**src/rtl/piso_serializer.sv**
```systemverilog
// ----------------------------------------------------------------------------
// piso_serializer
//
// Parallel-in / serial-out transmitter. A WIDTH-bit word is accepted over a
// valid/ready handshake and shifted out one bit per clock on a registered
// serial line. Frame markers let a downstream single-bit sampler align words.
//
// Parameters:
//   WIDTH      word length in bits (2..32)
//   MSB_FIRST  1 = bit WIDTH-1 goes out first, 0 = bit 0 goes out first
//
// Ports:
//   clk          system clock, all state changes on its rising edge
//   rst_n        asynchronous active-low reset
//   load_valid   upstream has a word available
//   load_data    word to transmit, captured only on a handshake edge
//   load_ready   serializer can accept a word this cycle
//   q            registered serial data bit (0 when idle)
//   q_valid      q carries a frame bit this cycle
//   frame_start  high during the first bit of each frame
//   done         high during the last bit of each frame
// ----------------------------------------------------------------------------
module piso_serializer #(
    parameter int WIDTH     = 8,
    parameter bit MSB_FIRST = 1'b1
) (
    input  logic             clk,
    input  logic             rst_n,
    input  logic             load_valid,
    input  logic [WIDTH-1:0] load_data,
    output logic             load_ready,
    output logic             q,
    output logic             q_valid,
    output logic             frame_start,
    output logic             done
);

    localparam int              CW       = (WIDTH > 1) ? $clog2(WIDTH) : 1;
    localparam logic [CW-1:0]   LAST_IDX = CW'(WIDTH - 1);

    typedef enum logic {
        IDLE  = 1'b0,
        SHIFT = 1'b1
    } state_t;

    state_t           r_state;
    state_t           w_stateNext;
    logic [WIDTH-1:0] r_shift;
    logic [WIDTH-1:0] w_shiftNext;
    logic [CW-1:0]    r_count;
    logic [CW-1:0]    w_countNext;
    logic [CW-1:0]    w_countInc;
    logic             r_q;
    logic             w_qNext;
    logic             r_qValid;
    logic             w_qValidNext;
    logic             r_frameStart;
    logic             w_frameStartNext;
    logic             r_done;
    logic             w_doneNext;
    logic             r_armed;

    logic             w_handshake;
    logic             w_firstBit;
    logic [WIDTH-1:0] w_loadShift;
    logic             w_nextBit;
    logic [WIDTH-1:0] w_shiftAdvance;

    // The shift register always keeps the next bit to send at the output end
    // (MSB end for MSB-first, LSB end otherwise). On load the first bit goes
    // straight to q, so the register is preloaded already shifted by one.
    assign w_firstBit     = MSB_FIRST ? load_data[WIDTH-1] : load_data[0];
    assign w_loadShift    = MSB_FIRST ? (load_data << 1)   : (load_data >> 1);
    assign w_nextBit      = MSB_FIRST ? r_shift[WIDTH-1]   : r_shift[0];
    assign w_shiftAdvance = MSB_FIRST ? (r_shift << 1)     : (r_shift >> 1);

    assign w_countInc = r_count + CW'(1);

    // Ready is a pure decode of registered state. r_armed keeps it low until
    // the first edge after reset releases; accepting during the last bit
    // (r_done) is what gives gap-free back-to-back frames.
    assign load_ready  = r_armed && ((r_state == IDLE) || r_done);
    assign w_handshake = load_valid && load_ready;

    assign q           = r_q;
    assign q_valid     = r_qValid;
    assign frame_start = r_frameStart;
    assign done        = r_done;

    // Next-state and next-output logic. Every output is computed here and
    // registered, so nothing downstream sees a combinational path from the
    // upstream handshake. A handshake loads the first bit in the same edge,
    // either from IDLE or at the edge closing the last bit of a frame.
    always_comb begin
        w_stateNext      = r_state;
        w_shiftNext      = r_shift;
        w_countNext      = r_count;
        w_qNext          = r_q;
        w_qValidNext     = r_qValid;
        w_frameStartNext = r_frameStart;
        w_doneNext       = r_done;

        case (r_state)
            IDLE: begin
                if (w_handshake) begin
                    w_stateNext      = SHIFT;
                    w_shiftNext      = w_loadShift;
                    w_countNext      = '0;
                    w_qNext          = w_firstBit;
                    w_qValidNext     = 1'b1;
                    w_frameStartNext = 1'b1;
                    w_doneNext       = 1'b0;
                end
            end

            SHIFT: begin
                if (r_done) begin
                    if (w_handshake) begin
                        w_stateNext      = SHIFT;
                        w_shiftNext      = w_loadShift;
                        w_countNext      = '0;
                        w_qNext          = w_firstBit;
                        w_qValidNext     = 1'b1;
                        w_frameStartNext = 1'b1;
                        w_doneNext       = 1'b0;
                    end else begin
                        w_stateNext      = IDLE;
                        w_shiftNext      = '0;
                        w_countNext      = '0;
                        w_qNext          = 1'b0;
                        w_qValidNext     = 1'b0;
                        w_frameStartNext = 1'b0;
                        w_doneNext       = 1'b0;
                    end
                end else begin
                    w_shiftNext      = w_shiftAdvance;
                    w_countNext      = w_countInc;
                    w_qNext          = w_nextBit;
                    w_qValidNext     = 1'b1;
                    w_frameStartNext = 1'b0;
                    w_doneNext       = (w_countInc == LAST_IDX);
                end
            end

            default: begin
                w_stateNext      = IDLE;
                w_shiftNext      = '0;
                w_countNext      = '0;
                w_qNext          = 1'b0;
                w_qValidNext     = 1'b0;
                w_frameStartNext = 1'b0;
                w_doneNext       = 1'b0;
            end
        endcase
    end

    // State register. Reset clears everything, aborting any frame in flight;
    // the partial word is simply dropped.
    always_ff @(posedge clk or negedge rst_n) begin
        if (!rst_n) begin
            r_state      <= IDLE;
            r_shift      <= '0;
            r_count      <= '0;
            r_q          <= 1'b0;
            r_qValid     <= 1'b0;
            r_frameStart <= 1'b0;
            r_done       <= 1'b0;
            r_armed      <= 1'b0;
        end else begin
            r_state      <= w_stateNext;
            r_shift      <= w_shiftNext;
            r_count      <= w_countNext;
            r_q          <= w_qNext;
            r_qValid     <= w_qValidNext;
            r_frameStart <= w_frameStartNext;
            r_done       <= w_doneNext;
            r_armed      <= 1'b1;
        end
    end

endmodule

```
**config.mk**
```make
export PLATFORM = sky130hd
export DESIGN_NAME = piso_serializer
export DESIGN_NICKNAME = d
export VERILOG_FILES = /design/src/rtl/piso_serializer.sv
export SDC_FILE = /design/constraint.sdc
export NUM_CORES = 1
export LEC_CHECK = 0
export CAP_MARGIN = 10
export CORE_MARGIN = 2
export CORE_UTILIZATION = 42
export CTS_CLUSTER_DIAMETER = 50
export DETAILED_ROUTE_END_ITERATION = 10
export PLACE_DENSITY = 0.71
export SYNTH_ARGS = -nofsm -noshare
export SYNTH_HDL_FRONTEND = slang
export SYNTH_SLANG_ARGS = --single-unit
```
**constraint.sdc**
```tcl
create_clock -name clk -period 1.2 [get_ports clk]
set_clock_uncertainty 0.05 [all_clocks]
set_input_delay 0.12 -clock clk [delete_from_list [all_inputs] [get_ports clk]]
set_output_delay 0.12 -clock clk [all_outputs]
set_load 0.03 [all_outputs]
```
==> flow_summary.ini, run 1 <==
[run_status]
status = finished, violations left
violations = setup timing

[cells_and_area]
final_cells = 110
num_antenna_cells = 0
nets = 108
fin_area_um2 = 1030
register_area_um2 = 404
n_fill_cell = 129
multi_input_area_um2 = 339
mostFrequentLayoutCell = dfrtp_1
layout-area-overhead-vs-synth_pct = 45.2
layout_common_cells = dfrtp_1, nand2_1, clkdlybuf4s50_1
layout-drive-gt1-share_pct = 30.9

[synth]
synth_compound_area_share_pct = 14.3
synthAdderAreaFrac_pct = 3.53
yosysTopAreaCell = dfrtp_1
synth-xor-area-share_pct = 1.24
synth_top_area_share_pct = 56.5
synth_seq_cells = 16
syn-num-nets = 80
ys_types = 21
syn_inst = 67
yosysSeqAreaShare_pct = 56.5
yosys_warnings = 0
synth_area_leaders = dfrtp_1, a22oi_1, nand3_1
syn-cell-area_um2 = 708
synthMuxAreaShare_pct = 0
syn_avg_cell_area_um2 = 10.6
synth_top_family_by_area = simple AND/OR/NAND/NOR gates
yosys.area_share.simple_pct = 19.4

[detailed_routing]
vias = 639
wl_per_cell_um = 16.2
avgViaCountPerCell = 5.81
drc = 0
finalWirelength_um = 1780
drt_first_pass_iters = 6
postRouteAntennaNets = 0
drt_iter0_markers = 26

[job]
drv_cap = 0

[timing]
rsz0062_at_grt = true
maxSlewViolCount = 0
finalCritPeriodShare_pct = 108
setup_viol = 1
min_period_ns = 1.30
hold_viol = 0
fin_ws_ns = -0.0966
fmax_mhz = 771

[pwr]
power.share.sequential_pct = 36.9
p_comb_share_pct = 47.6
p_switching_uw = 897
p_clk_share_pct = 15.5
ir_drop_mv = 1.22
sw_frac_of_total_pct = 38.2
p_int_mw = 1.45
leakage_nw = 0.489
power_density_nw_per_um2 = 2280

[critical_path]
path_class = reg2out
crit_start = done
critPathMaxFanout = 2
critPathRequiredTime_ns = 1.03
arrival_ns = 1.13
r2r-start = r_count[1]
max_stage_delay_ns = 0.41
cp_cell_sequence = nand2b_4, and2_4, buf_6
cp-end-kind = output pin
crit_slowest_cell = dfrtp_2
start_kind = register

[grt]
track_usage_pct = 19.0
overflow = 0
grt_max_degree = 17
grt_pass1_wl_um = 2600
grt_pass1_vias = 579
grt_antenna_before_repair = 0

[clock_tree]
hold_buffers = 0
clk_latency_ns = 0.29
cts_root_buf = clkbuf_4
clk_pin_slew_ns = 0.10
numCtsBuffers = 3
cts_max_path_buffers = 2
cts_sinks = 16
cts_tree = yes
cts_max_level = 1

[floorplanning]
die_h_um = 45.1
rows = 14
pin_count = 16
dieArea_um2 = 2030
initial_utilization_pct = 45.9
coreArea_um2 = 1540
die_x_um = 45.1

[placement]
place.gp.congestion = 0.723
place_ws_ns = -0.104
place_inst = 101
port_buffers = 15
dpl_cell_area_um2 = 896

[worst_hold_path]
hold_path.class = in2async
==> through the flow <==
stage / hold slack, ns / total power [mW] / util, % / TNS (ns)
2_1_floorplan: -0.226 / 1.42 / - / 0
3_3_place_gp: 0.405 / 1.66 / 58.1 / -0.639
3_5_place_dp: 0.413 / 1.70 / 58.1 / -0.915
4_1_cts: 0.0937 / 2.20 / 63.7 / -0.103
5_1_grt: 0.120 / 2.50 / 66.7 / -0.197
6_report: 0.111 / 2.35 / 66.7 / -0.0966
==> final timing paths <==
check / to / slack (ns) / depth (start not counted)
max: load_ready / -0.1 / 3
min: r_count[2] / 0.11 / 2
max reg2reg: done / 0.02 / 3
min reg2reg: r_shift[1] / 0.47 / 2
max in group asynchronous: r_state / 0.80 / 2
min in group clk: r_shift[6] / 0.30 / 3
==> per-layer routing <==
layer | routed length, um | up-vias | global-route usage (%)
met3 | 110 | 7 | 3.60
li1 | - | 292 | -
met1 | 726 | 314 | 25.1
met5 | 0 | - | 0
met2 | 893 | 26 | 28.6
met4 | 48 | 0 | 12.4
==> final cells by class <==
cell class                 instances  area share (%)
clock buffer                       4            3.53
inverter                           2           0.730
multi-input combinational         48            33.0
sequential                        16            39.3
tap                               16            1.95
timing repair buffer              24            21.5
==> cells by family (layout without fill, tap and decap cells) <==
family / after synthesis / after routing
other: 1 / 1
buffers and inverters: 5 / 30
DFF: 16 / 16
AOI/OAI and AO/OA: 14 / 15
xor gates and xnor gates: 1 / 1
adders and majority gates: 2 / 2
and+or+nand+nor: 28 / 29
==> power groups by stage <==
stage / Combinational [mW] / Clock (mW) / Sequential [mW]
2_1_floorplan: 0.509 / 0 / 0.908
3_3_place_gp: 0.825 / 0 / 0.838
3_5_place_dp: 0.858 / 0 / 0.845
4_1_cts: 0.997 / 0.372 / 0.830
5_1_grt: 1.22 / 0.390 / 0.888
6_report: 1.12 / 0.363 / 0.865
==> worst max-delay path: cells and delay by family (launching register included) <==
kind	cells	cell delay, ns
buffers and inverters	1	0.13
flip-flops	1	0.41
AND/OR/NAND/NOR	2	0.29
==> sequential cells by signal, summed over array words and instances, names as in the netlist <==
signal and count:
done 1, q 1, r_count 3, frame_start 1, r_shift 7, q_valid 1
r_state 1, r_armed 1
==> cell usage after synthesis <==
| library cell | instances |
|---|---|
| dfrtp_1 | 16 |
| nand2_1 | 12 |
| nand3_1 | 9 |
| a22oi_1 | 7 |
| and2_1 | 2 |
| ha_1 | 2 |
| inv_1 | 2 |
| nand2b_1 | 2 |
| o21ai_0 | 2 |
| o22ai_1 | 2 |
| a21o_1 | 1 |
| a21oi_2 | 1 |
| a32o_1 | 1 |
| and2b_1 | 1 |
| buf_2 | 1 |
| buf_4 | 1 |
| buf_6 | 1 |
| conb_1 | 1 |
| nand3b_1 | 1 |
| nor3b_1 | 1 |
| xor2_1 | 1 |
==> timing repair <==
item,CTS,global route
pin swaps,0,2
setup endpoints to repair,14,13
resized for setup,15,10
gates cloned,0,2
setup buffers,3,0
Note: power is estimated with default switching activity, not from simulation.
==> run 2, diff against run 1 <==
CORE_UTILIZATION = 45   (was 42)
CTS_BUF_LIST = sky130_fd_sc_hd__clkbuf_8   (was not set)
GPL_ROUTABILITY_DRIVEN = 0   (was not set)
PLACE_DENSITY = 0.76   (was 0.71)
==> run 2 against run 1 <==
Effect of this change:
- the flow still finishes with violations (setup timing)
- highest routed layer is now met3
- count of clock-buffer cells in the layout decreased by 1
- critical path type unchanged
- critical path depth unchanged
- first-iteration DRC count decreased by 23%
- die area decreased by 6.1%
- sequential power decreased by 2%
- via count decreased by 9.9%
- clock power increased by 11%
- utilization decreased by 0.082 points
==> flow_summary.ini, run 2 (synthesis gave the netlist of run 1 again) <==
[run_status]
status = finished, violations left
violations = setup timing

[clock_tree]
numCtsBuffers = 3
hold_buffers = 0
clk_pin_slew_ns = 0.06
cts_max_level = 1
cts_root_buf = clkbuf_8
cts_sinks = 16
cts_tree = yes
clk_latency_ns = 0.25
cts_max_path_buffers = 2

[cells_and_area]
nets = 107
top_regs = r_shift: 7 flops, r_count: 3 flops
layout-area-overhead-vs-synth_pct = 40.1
register_area_um2 = 402
layout_common_cells = dfrtp_1, nand2_1, buf_4
multi_input_area_um2 = 295
mostFrequentLayoutCell = dfrtp_1
largest_register_ffs = 7
layout-drive-gt1-share_pct = 24.7
final_util_pct = 66.6
num_antenna_cells = 0
largest-register = r_shift
n_fill_cell = 118

[floorplanning]
initial_utilization_pct = 47.6
dieArea_um2 = 1910
die_h_um = 43.7
pin_count = 16
coreArea_um2 = 1490
rows = 14
die_x_um = 43.7

[detailed_routing]
avgViaCountPerCell = 5.28
drt_iter0_markers = 20
drt_first_pass_iters = 4
vias = 576
postRouteAntennaNets = 0
wl_per_cell_um = 13.6
drc = 0
finalWirelength_um = 1490

[critical_path]
start_kind = register
crit_slowest_cell = dfrtp_2
critPathMaxFanout = 4
cp-end-kind = output pin
max_stage_delay_ns = 0.43
critPathRequiredTime_ns = 1.03
r2r_slack_ns = 0.02
arrival_ns = 1.10
cp_cell_sequence = nand2b_4, and2_4, buf_6
path_class = reg2out

[placement]
port_buffers = 15
place_ws_ns = -0.0905
hpwlAfterDp_um = 1070

[pwr]
power_density_nw_per_um2 = 2300
leakage_nw = 0.489
ir_drop_mv = 1.36

[grt]
overflow = 0
grt_pass1_vias = 570
track_usage_pct = 18.4
grt_antenna_before_repair = 0
grt_max_degree = 17
grt_pass1_wl_um = 2540

[timing]
finalCritPeriodShare_pct = 106
hold_viol = 0
rsz0062_at_grt = true
fmax_mhz = 785
fin_ws_ns = -0.0735
setup_viol = 1
maxSlewViolCount = 0
min_period_ns = 1.27

[worst_hold_path]
hold_path.class = in2async

[job]
drv_cap = 0
run 2: changes by cell type in the layout (fill, tap and decap cells not counted), moves of 2 or more:
| cell | delta |
|---|---|
| dlygate4sd2_1 | +2 |
| a21oi_4 | -2 |
| clkbuf_8 | +2 |
| clkdlybuf4s15_2 | -2 |
| dfrtp_2 | -2 |
| dfrtp_1 | +2 |
| clkbuf_4 | -3 |
| buf_4 | +3 |
run 2: stage by stage:
| step | power (mW) | setup TNS [ns] | cells | instance area [um2] | hold WS (ns) |
|---|---|---|---|---|---|
| 2_1_floorplan | 1.42 | 0 | 67 | 709 | -0.226 |
| 3_3_place_gp | 1.72 | -0.480 | 102 | 901 | 0.403 |
| 3_5_place_dp | 1.75 | -0.770 | 102 | 901 | 0.411 |
| 4_1_cts | 2.23 | -0.0786 | 107 | 967 | 0.144 |
| 5_1_grt | 2.45 | -0.429 | 109 | 992 | 0.164 |
| 6_report | 2.29 | -0.0735 | 109 | 992 | 0.138 |
run 2: routing by layer:
layer / GRT usage, % / wire length, um / share of wire (%) / vias to the layer above
met3: 7.92 / 70 / 4.7 / 0
met4: 3.64 / 0 / 0 / 0
li1: - / - / - / 282
met2: 28.5 / 759 / 51 / 11
met5: 0 / 0 / 0 / -
met1: 24.2 / 655 / 44 / 283
run 2: repair_timing:
action / 4_1_cts / 5_1_grt
endpoints found under the setup margin: 4 / 12
setup buffers: 1 / 2
pin swaps: 0 / 2
gates resized for setup: 6 / 3
run 2: final timing paths:
kind | to | depth (start not counted) | startpoint
hold reg to reg | r_shift[2] | 2 | r_shift[1]
hold / removal | r_shift[2] | 2 | rst_n
min in group clk | r_shift[5] | 3 | load_data[4]
setup / recovery | load_ready | 3 | done
setup reg to reg | r_shift[3] | 3 | r_state
max in group asynchronous | done | 2 | rst_n
run 2: critical path, delay by kind of cell, from the launching register on:
kind | cells | cell delay [ns]
DFF | 1 | 0.43
and+or+nand+nor | 2 | 0.30
buffers and inverters | 1 | 0.13
run 2: where the power goes:
group	internal (mW)	switching (mW)
combinational	0.526	0.510
clock	0.227	0.178
sequential	0.718	0.127
run 2: layout make-up:
type | count | share of cell area [%]
flip-flops and latches | 16 | 40.5
multi-input cells | 46 | 29.8
repair buffers | 25 | 22.4
clock buffers | 3 | 4.16
well taps | 16 | 2.02
inverters | 2 | 0.757
clock inverters | 1 | 0.378
